File: src/rtl/ntt_pkg.sv
// rtl/ntt_pkg.sv - shared types, constants and layer mapping for the NTT sequencer
package ntt_pkg;

  localparam int N                = 256;
  localparam int N_BF             = 128;
  localparam int KYBER_LAYERS     = 7;
  localparam int DILITHIUM_LAYERS = 8;
  localparam int ADDR_W           = $clog2(N);

  typedef enum logic [1:0] {
    S_IDLE  = 2'd0,
    S_RUN   = 2'd1,
    S_DRAIN = 2'd2,
    S_DONE  = 2'd3
  } ntt_state_e;

  // Forward walks len from 128 downwards; inverse walks the same lens upwards,
  // starting at len=2 for Kyber and len=1 for Dilithium.
  function automatic logic [2:0] layer_lenlog(input logic [2:0] layer,
                                              input logic       kyber,
                                              input logic       inverse);
    logic [2:0] lenlog;
    if (inverse) begin
      lenlog = layer + {2'b00, kyber};
    end else begin
      lenlog = 3'd7 - layer;
    end
    return lenlog;
  endfunction

endpackage

File: src/rtl/ntt_addr_gen.sv
// rtl/ntt_addr_gen.sv - maps butterfly index and layer to coefficient pair and twiddle index
module ntt_addr_gen
  import ntt_pkg::*;
(
  input  logic [6:0]        bf_i,
  input  logic [2:0]        lenlog_i,
  input  logic              inverse_i,
  output logic [ADDR_W-1:0] addr_a_o,
  output logic [ADDR_W-1:0] addr_b_o,
  output logic [7:0]        tw_idx_o
);

  logic [7:0] w_bf;
  logic [7:0] w_len;
  logic [7:0] w_grp;
  logic [7:0] w_off;
  logic [3:0] w_span_log;
  logic [7:0] w_m;
  logic [7:0] w_two_m_minus1;
  logic [7:0] w_a;

  // Split bf into group/offset, place the pair two len apart, and pick the twiddle.
  // 2m-1 is formed as 0xFF>>lenlog so the inverse index never needs a ninth bit.
  always_comb begin
    w_bf           = {1'b0, bf_i};
    w_len          = 8'd1 << lenlog_i;
    w_grp          = w_bf >> lenlog_i;
    w_off          = w_bf & (w_len - 8'd1);
    w_span_log     = {1'b0, lenlog_i} + 4'd1;
    w_m            = 8'd128 >> lenlog_i;
    w_two_m_minus1 = 8'hff >> lenlog_i;
    w_a            = (w_grp << w_span_log) | w_off;
    addr_a_o       = w_a;
    addr_b_o       = w_a + w_len;
    if (inverse_i) begin
      tw_idx_o = w_two_m_minus1 - w_grp;
    end else begin
      tw_idx_o = w_m + w_grp;
    end
  end

endmodule

File: src/rtl/ntt_ctrl.sv
// rtl/ntt_ctrl.sv - sequences the butterfly datapath through a full in-place NTT/INTT
module ntt_ctrl #(
  parameter int PIPE_LAT = 3,
  parameter int ADDR_W   = 8
) (
  input  logic              clk_i,
  input  logic              rst_n_i,
  input  logic              start_i,
  input  logic              mode_i,
  input  logic              inverse_i,
  input  logic              abort_i,
  output logic              busy_o,
  output logic              done_o,
  output logic              rd_en_o,
  output logic [ADDR_W-1:0] rd_addr_a_o,
  output logic [ADDR_W-1:0] rd_addr_b_o,
  output logic [7:0]        tw_idx_o,
  output logic              wr_en_o,
  output logic [ADDR_W-1:0] wr_addr_a_o,
  output logic [ADDR_W-1:0] wr_addr_b_o,
  output logic              sel_red_o,
  output logic              sel_butterfly_o
);

  import ntt_pkg::*;

  localparam logic [3:0] DRAIN_LAST = 4'(PIPE_LAT - 1);
  localparam logic [6:0] BF_LAST    = 7'(N_BF - 1);

  ntt_state_e        r_state;
  ntt_state_e        w_state_nxt;
  logic [6:0]        r_bf;
  logic [6:0]        w_bf_nxt;
  logic [2:0]        r_layer;
  logic [2:0]        w_layer_nxt;
  logic [3:0]        r_drain;
  logic [3:0]        w_drain_nxt;
  logic              r_mode;
  logic              w_mode_nxt;
  logic              r_inverse;
  logic              w_inverse_nxt;
  logic              r_busy;
  logic              w_busy_nxt;
  logic              r_done;
  logic              w_done_nxt;
  logic              w_issue;
  logic              w_flush;
  logic [6:0]        w_issue_bf;
  logic [2:0]        w_issue_layer;
  logic [2:0]        w_issue_lenlog;
  logic [2:0]        w_last_layer;
  logic [ADDR_W-1:0] w_a;
  logic [ADDR_W-1:0] w_b;
  logic [7:0]        w_tw;

  logic              r_rd_en;
  logic [ADDR_W-1:0] r_rd_a;
  logic [ADDR_W-1:0] r_rd_b;
  logic [7:0]        r_tw;

  logic              r_pipe_en [PIPE_LAT];
  logic [ADDR_W-1:0] r_pipe_a  [PIPE_LAT];
  logic [ADDR_W-1:0] r_pipe_b  [PIPE_LAT];

  assign w_last_layer   = r_mode ? 3'(KYBER_LAYERS - 1) : 3'(DILITHIUM_LAYERS - 1);
  assign w_issue_lenlog = layer_lenlog(w_issue_layer, w_mode_nxt, w_inverse_nxt);

  ntt_addr_gen u_addr_gen (
    .bf_i      (w_issue_bf),
    .lenlog_i  (w_issue_lenlog),
    .inverse_i (w_inverse_nxt),
    .addr_a_o  (w_a),
    .addr_b_o  (w_b),
    .tw_idx_o  (w_tw)
  );

  // Next-state logic: the start edge itself issues bf 0, so RUN after IDLE begins at bf 1.
  always_comb begin
    w_state_nxt   = r_state;
    w_bf_nxt      = r_bf;
    w_layer_nxt   = r_layer;
    w_drain_nxt   = r_drain;
    w_mode_nxt    = r_mode;
    w_inverse_nxt = r_inverse;
    w_busy_nxt    = r_busy;
    w_done_nxt    = 1'b0;
    w_issue       = 1'b0;
    w_issue_bf    = r_bf;
    w_issue_layer = r_layer;
    w_flush       = 1'b0;
    case (r_state)
      S_IDLE: begin
        if (start_i) begin
          w_mode_nxt    = mode_i;
          w_inverse_nxt = inverse_i;
          w_issue       = 1'b1;
          w_issue_bf    = '0;
          w_issue_layer = '0;
          w_bf_nxt      = 7'd1;
          w_layer_nxt   = '0;
          w_busy_nxt    = 1'b1;
          w_state_nxt   = S_RUN;
        end
      end
      S_RUN: begin
        w_issue  = 1'b1;
        w_bf_nxt = r_bf + 7'd1;
        if (r_bf == BF_LAST) begin
          w_drain_nxt = '0;
          w_state_nxt = S_DRAIN;
        end
      end
      S_DRAIN: begin
        if (r_drain == DRAIN_LAST) begin
          if (r_layer == w_last_layer) begin
            w_state_nxt = S_DONE;
          end else begin
            w_layer_nxt = r_layer + 3'd1;
            w_state_nxt = S_RUN;
          end
        end else begin
          w_drain_nxt = r_drain + 4'd1;
        end
      end
      S_DONE: begin
        w_done_nxt  = 1'b1;
        w_busy_nxt  = 1'b0;
        w_state_nxt = S_IDLE;
      end
      default: begin
        w_state_nxt = S_IDLE;
      end
    endcase
    if (abort_i && (r_state != S_IDLE)) begin
      w_state_nxt = S_IDLE;
      w_issue     = 1'b0;
      w_busy_nxt  = 1'b0;
      w_done_nxt  = 1'b0;
      w_flush     = 1'b1;
    end
  end

  // State, counters, latched command and status flags.
  always_ff @(posedge clk_i or negedge rst_n_i) begin
    if (!rst_n_i) begin
      r_state   <= S_IDLE;
      r_bf      <= '0;
      r_layer   <= '0;
      r_drain   <= '0;
      r_mode    <= 1'b0;
      r_inverse <= 1'b0;
      r_busy    <= 1'b0;
      r_done    <= 1'b0;
    end else begin
      r_state   <= w_state_nxt;
      r_bf      <= w_bf_nxt;
      r_layer   <= w_layer_nxt;
      r_drain   <= w_drain_nxt;
      r_mode    <= w_mode_nxt;
      r_inverse <= w_inverse_nxt;
      r_busy    <= w_busy_nxt;
      r_done    <= w_done_nxt;
    end
  end

  // Registered read strobe, addresses and twiddle; addresses hold between reads.
  always_ff @(posedge clk_i or negedge rst_n_i) begin
    if (!rst_n_i) begin
      r_rd_en <= 1'b0;
      r_rd_a  <= '0;
      r_rd_b  <= '0;
      r_tw    <= '0;
    end else begin
      r_rd_en <= w_issue;
      if (w_issue) begin
        r_rd_a <= w_a;
        r_rd_b <= w_b;
        r_tw   <= w_tw;
      end
    end
  end

  // Write-back delay line; abort kills every in-flight strobe.
  always_ff @(posedge clk_i or negedge rst_n_i) begin
    if (!rst_n_i) begin
      for (int i = 0; i < PIPE_LAT; i++) begin
        r_pipe_en[i] <= 1'b0;
        r_pipe_a[i]  <= '0;
        r_pipe_b[i]  <= '0;
      end
    end else if (w_flush) begin
      for (int i = 0; i < PIPE_LAT; i++) begin
        r_pipe_en[i] <= 1'b0;
      end
    end else begin
      r_pipe_en[0] <= r_rd_en;
      r_pipe_a[0]  <= r_rd_a;
      r_pipe_b[0]  <= r_rd_b;
      for (int i = 1; i < PIPE_LAT; i++) begin
        r_pipe_en[i] <= r_pipe_en[i-1];
        r_pipe_a[i]  <= r_pipe_a[i-1];
        r_pipe_b[i]  <= r_pipe_b[i-1];
      end
    end
  end

  assign busy_o          = r_busy;
  assign done_o          = r_done;
  assign rd_en_o         = r_rd_en;
  assign rd_addr_a_o     = r_rd_a;
  assign rd_addr_b_o     = r_rd_b;
  assign tw_idx_o        = r_tw;
  assign wr_en_o         = r_pipe_en[PIPE_LAT-1];
  assign wr_addr_a_o     = r_pipe_a[PIPE_LAT-1];
  assign wr_addr_b_o     = r_pipe_b[PIPE_LAT-1];
  assign sel_red_o       = r_mode;
  assign sel_butterfly_o = r_inverse;

endmodule

File: config.mk
export PLATFORM = sky130hd
export DESIGN_NAME = ntt_ctrl
export DESIGN_NICKNAME = d
export VERILOG_FILES = /design/src/rtl/ntt_pkg.sv /design/src/rtl/ntt_addr_gen.sv /design/src/rtl/ntt_ctrl.sv
export SDC_FILE = /design/constraint.sdc
export NUM_CORES = 1
export LEC_CHECK = 0
export ABC_AREA = 1
export CELL_PAD_IN_SITES_DETAIL_PLACEMENT = 0
export CELL_PAD_IN_SITES_GLOBAL_PLACEMENT = 2
export CORE_MARGIN = 2
export CORE_UTILIZATION = 25
export CTS_BUF_LIST = sky130_fd_sc_hd__clkbuf_8
export DETAILED_ROUTE_END_ITERATION = 16
export GPL_TIMING_DRIVEN = 0
export MAX_ROUTING_LAYER = met4
export PLACE_DENSITY_LB_ADDON = 0.2
export SYNTH_ARGS = -nofsm -noshare
export SYNTH_HDL_FRONTEND = slang
export SYNTH_SLANG_ARGS = --single-unit
File: constraint.sdc
create_clock -name clk_i -period 5.95 [get_ports clk_i]
set_input_delay 1.4875 -clock clk_i [delete_from_list [all_inputs] [get_ports clk_i]]
set_output_delay 1.4875 -clock clk_i [all_outputs]
set_load 0.05 [all_outputs]
# --- Word level (Yosys, flattened, before mapping) ---
# Cells that the tools add are included.
word_totals:
  in_bits: 6
  reg_bits: 96
  elab_cells: 99
  output_inout_bits: 46
classes:
  n_mux: 35
  eq_ne: 14
  add_sub_neg: 10
  shifts: 5
  n_bitwise: 2
  reduce_logical: 12
ops:
  columns: ["cell", "n"]
  rows:
  - ["$mux 7", 3]
  - ["$mux 3", 6]
  - ["$add 8x8->8", 2]
  - ["$shr 8x3->8 const A", 2]
  - ["$pmux 7 s2", 1]
  - ["$mux 1", 12]
  - ["$mux 2", 5]
  - ["$ne 2x2->1 const B", 5]
  - ["$ne 3x3->1 const B", 3]
  - ["$reduce_and 3->1", 3]
  - ["$and 7x8->8", 1]
  - ["$mux 4", 2]
  - ["$mux 8", 1]
  - ["$or 8x8->8", 1]
  - ["$pmux 2 s4", 1]
  - ["$pmux 4 s2", 1]
  - ["$reduce_bool 2->1", 4]
  - ["$shl 1x3->8 const A", 1]
  - ["$shl 8x4->8", 1]
  - ["$shr 7x3->8", 1]
  - ["$sub 8x1->8 const B", 1]
  - ["$sub 8x8->8", 1]
  - ["$add 7x1->7 const B", 1]
  - ["$eq 7x7->1 const B", 1]
  - ["other kinds (15)", 18]

# --- Depth between registers and ports, before layout ---
depth:
  ltp_word: 9
  ltp_mapped: 31
  depth_no_buf: 31

# --- By module ---
# Synthesis repeated with hierarchy kept, for this count alone.
unflattened:
  cells_unflattened: 782
  hier_area_um2: 5786.8
modules_own_cells:
  columns: ["mod", "area_each_um2", "cells_each", "seq_area_each_um2", "instances"]
  rows:
  - ["ntt_ctrl", 4237.8, 501, 2402.3, 1]
  - ["ntt_addr_gen", 1549.0, 281, 0.0, 1]

# --- Least setup slack after synthesis ---
# OpenSTA, ideal clock, no wires.
synth_timing:
  path_type: "input to register"
  from: "input start_i"
  to: "register r_rd_b[6], in the netlist rd_addr_b_o[6]"
  n_path_buf: 0
  t_arrival_ns: 4.541
  cell_stages: 21
  setup_slack_ns: 1.270
  required_ns: 5.812
  setup_time_ns: 0.138
  path_cell_list: "nand2_4 inv_4 nand2_1 o21ai_0 ha_1 ha_1 o21bai_4 nor2_1 ha_1 nor2_1 nand3_1 nand2_1 ha_1 a21oi_1 inv_1 a31oi_1 nor2_1 o21ai_0 nand2_1 xnor2_1 o21ai_0"
synth_between:
  elab_chain_cells: 9
  elab_cells_between_ends: 22
  cone_classes: "5 x add/sub; 3 x shift; 12 x mux; 2 x bitwise"
synth_lines:
  columns: ["item", "line_no", "source"]
  rows:
  - ["start: declaration", "ntt_ctrl.sv:8", "input logic start_i,"]
  - ["$mux 1 (*)", "ntt_ctrl.sv:93", "if (start_i) begin"]
  - ["$mux 1 (*)", "ntt_ctrl.sv:91", "case (r_state)"]
  - ["named net w_mode_nxt", "ntt_ctrl.sv:39", "logic w_mode_nxt;"]
  - ["$add 3x1->3 (*)", "ntt_pkg.sv:24", "lenlog = layer + {2'b00, kyber};"]
  - ["$mux 3 (*)", "ntt_pkg.sv:23", "if (inverse) begin"]
  - ["$shl 1x3->8", "ntt_addr_gen.sv:26", "w_len = 8'd1 << lenlog_i;"]
  - ["$sub 8x1->8", "ntt_addr_gen.sv:28", "w_off = w_bf & (w_len - 8'd1);"]
  - ["$and 7x8->8", "ntt_addr_gen.sv:28", null]
  - ["$or 8x8->8 (*)", "ntt_addr_gen.sv:32", "w_a = (w_grp << w_span_log) | w_off;"]
  - ["named net u_addr_gen.addr_a_o[3]", "ntt_addr_gen.sv:8", "output logic [ADDR_W-1:0] addr_a_o,"]
  - ["$add 8x8->8 (*)", "ntt_addr_gen.sv:34", "addr_b_o = w_a + w_len;"]
  - ["end signal: assignment", "ntt_ctrl.sv:177", "r_rd_b <= w_b;"]
  - ["end: declaration", "ntt_ctrl.sv:58", "logic [ADDR_W-1:0] r_rd_b;"]
# Mark *: on every way through the listed nets, which the timed path passes. The rest lies on a longest branch.
# A chain may end at the register's enable or synchronous reset.

# --- Final worst setup path ---
# Same ends and word-level chain as after synthesis.

==> qor.csv <==
stage,metric,value,unit
final_layout,final_core_util,0.303,
yosys,synth_top_area_frac,0.402,
routing,dr.pass1.iters,5,
worst_setup_path,cp.buffers_inverters,6,
final_layout,synthToLayoutAreaGrowth,19.2,%
clocking,h-tree-depth,3,
routing,wirelength,16.5,mm
floorplan,die-width,159,µm
global_routing,grt_pass1_vias,5151,
yosys,synthesis.nets,820,
placement,preCtsSetupSlack,-152,ps
global_routing,grt_pass1_wl,27.5,mm
sta,setup_viol,0,
sta,rsz0062_at_grt,false,
global_routing,gr-total-overflow,0,
yosys,ys_seq_area_frac,0.402,
sta,maxSlewViolCount,0,
global_routing,grt_max_degree,54,
hold_path,holdCritStartpoint,r_pipe_en[2]$_DFF_PN0_,
sta,max_slew_margin,0.565,
routing,postRouteAntennaNets,0,
worst_setup_path,worstPathRequired,6180,ps
yosys,synth_area_leaders,"dfrtp_1 (40%), nand2_1 (17%), ha_1 (6.5%), nand3_1 (5.0%), inv_1 (4.8%)",
yosys,synth-async-reset-ratio,1.00,
job,max_cap_viol_count,0,
final_layout,nets,883,
worst_setup_path,r2r_slack,1240,ps
global_routing,grt_usage,0.145,
routing,via_per_inst,4.33,
yosys,synth_top_area_cell,dfrtp_1,
clocking,path_clk_slew,100,ps
global_routing,antenna_found_initial,0,
sta,worst_pin_slew,652,ps
yosys,synth_compound_area_frac,0.0962,
worst_setup_path,cpMaxStageDelayCell,clkdlybuf4s50_1,
final_layout,drive_gt1_frac,0.121,
sta,min_period,5530,ps
worst_setup_path,arrival,5760,ps
yosys,ys_ff_latch,96,
clocking,insertion_delay,380,ps
yosys,ys_warn_count,0,
yosys,synth_top_family_by_area,simple AND/OR/NAND/NOR gates,
routing,wire_per_inst,14.1,µm
floorplan,core,0.0235,mm²
sta,finClkSkew,19.8,ps
floorplan,rows,56,
placement,io_buffers,51,
clocking,cts_buffers,9,
yosys,yosys-top-cells-count,"nand2_1 (263), dfrtp_1 (96), inv_1 (76)",
yosys,syn_inst,781,
sta,whs,476,ps
floorplan,die_y,159,µm
worst_setup_path,cp-startpoint,start_i,
clocking,cts.sinks,96,
routing,dr_total_vias,5063,
worst_setup_path,endpoint_kind,flip-flop,
clocking,cts_setup_buffers,0,
yosys,synth-edff-count,0,
sta,fin_setup_tns,0,ps
hold_path,hold_path.class,reg2reg,
sta,clock.fmax,0.181,GHz
yosys,synthFlopType,dfrtp_1,
yosys,synth-simple-area-share,0.319,
sta,fin_crit_sh,0.929,
yosys,yosysMostFrequentCell,nand2_1,
yosys,synth_cell_types,46,
routing,drc,0,
clocking,tritoncts,built,
floorplan,dieArea,0.0251,mm²
worst_setup_path,path_class,in2reg,
worst_setup_path,rr_startpoint,r_state[0]$_DFFE_PN0P_,
worst_setup_path,crit_family,buffers and inverters,
final_layout,diodes,0,
worst_setup_path,worstPathMaxFanout,10,
routing,drt-initial-drc-count,235,
yosys,synth_fa_ha_area_frac,0.0717,
worst_setup_path,critical_path.max_stage_delay,580,ps
clocking,root_buffer,clkbuf_8,
placement,dpl.hpwl,12.8,mm
sta,finalHoldViolCount,0,
placement,gp_congestion,0.809,
floorplan,num_io_pins,52,
worst_setup_path,cp-start-kind,primary input,
run_status,outcome,finished clean,
clocking,clock_tree.buffer_depth,2,
yosys,synth_xor_area_frac,0.0147,
yosys,avgSynthCellArea,7.64,µm²
floorplan,initial_utilization,0.254,
yosys,netlist_area,0.00597,mm²
sta,setup_ws,422,ps
yosys,synth_mux_area_frac,0,
==> state kept, by name, summed over array words and instances, names as in the netlist, 2 cells and up <==
register	count
r_pipe_a	16
r_pipe_b	16
rd_addr_a_o	8
rd_addr_b_o	8
tw_idx_o	8
wr_addr_a_o	8
wr_addr_b_o	8
r_bf	7
r_drain	4
r_layer	3
r_pipe_en	2
r_state	2
==> tightest hold or removal path, stage by stage (launching register included) <==
cell	delay, ps
dfrtp_1	370
inv_1	50
nor2_1	40
==> per-layer routing <==
| metal | part of all wire | vias to the layer above | routed length [µm] | track usage |
|---|---|---|---|---|
| li1 | - | 2627 | - | - |
| met1 | 0.49 | 2362 | 8040 | 0.193 |
| met2 | 0.47 | 63 | 7780 | 0.235 |
| met3 | 0.030 | 11 | 502 | 0.0210 |
| met4 | 0.011 | 0 | 178 | 0.0322 |
| met5 | 0 | - | 0 | - |
==> layout make-up <==
type	instances	area (µm²)
fill	2592	16400
multi-input combinational	560	3000
sequential	96	2400
timing repair buffer	52	536
tap	319	399
inverter	88	338
buffer	37	236
clock buffer	9	124
clock inverter	7	81.3
==> what timing repair did <==
action / 4_1_cts / 5_1_grt
setup endpoints to repair: 0 / 1
hold buffers: 0 / 0
hold endpoints to repair: 0 / 0
resized for setup: 0 / 3
==> placed cells by master, fill, tap and decap left out, drive strengths merged, types with 2 or more instances in the layout <==
| cell | Yosys | layout |
|---|---|---|
| inv | 88 | 91 |
| o21bai | 3 | 3 |
| fa | 2 | 2 |
| ha | 31 | 31 |
| a31oi | 7 | 7 |
| buf | 24 | 26 |
| nand2 | 280 | 280 |
| o22ai | 5 | 5 |
| nor2 | 55 | 55 |
| clkdlybuf4s50 | 0 | 50 |
| clkinv | 0 | 2 |
| a21oi | 26 | 26 |
| nand4 | 5 | 5 |
| dfrtp | 96 | 96 |
| nor3 | 5 | 5 |
| o21ai | 48 | 48 |
| xor2 | 5 | 5 |
| clkbuf | 13 | 22 |
| nand3 | 70 | 70 |
| xnor2 | 5 | 5 |
| o211ai | 2 | 2 |
==> kinds of logic (layout without fill, tap and decap cells) <==
kind of cell	Yosys count	count (layout)
and+or+nand+nor	419	419
buffers and inverters	125	193
DFF	96	96
adders and majority gates	33	33
xor gates and xnor gates	10	10
AOI/OAI and AO/OA	98	98
==> stage by stage <==
| stage | cells | instance area (µm²) |
|---|---|---|
| 6_report | 1168 | 7120 |
| 5_1_grt | 1168 | 7120 |
| 4_1_cts | 1168 | 7110 |
| 3_5_place_dp | 1152 | 6900 |
| 3_3_place_gp | 1151 | 6880 |
| 2_1_floorplan | 781 | 5970 |
==> worst paths after layout <==
check | endpoint | cells after the start
worst max-delay path | rd_addr_b_o[6]$_DFFE_PN0P_ | 26
worst min-delay path | r_pipe_en[1]$_DFF_PN0_ | 2
worst max register to register | rd_addr_b_o[6]$_DFFE_PN0P_ | 27
worst min register to register | r_pipe_en[1]$_DFF_PN0_ | 2
max in group asynchronous | r_pipe_a[20]$_DFFE_PN0N_ | 2
min in group asynchronous | wr_addr_b_o[2]$_DFFE_PN0N_ | 1
Power is left out: the tool's default activity adds up to more than one toggle a clock period on the data nets, which glitch-free logic cannot reach.
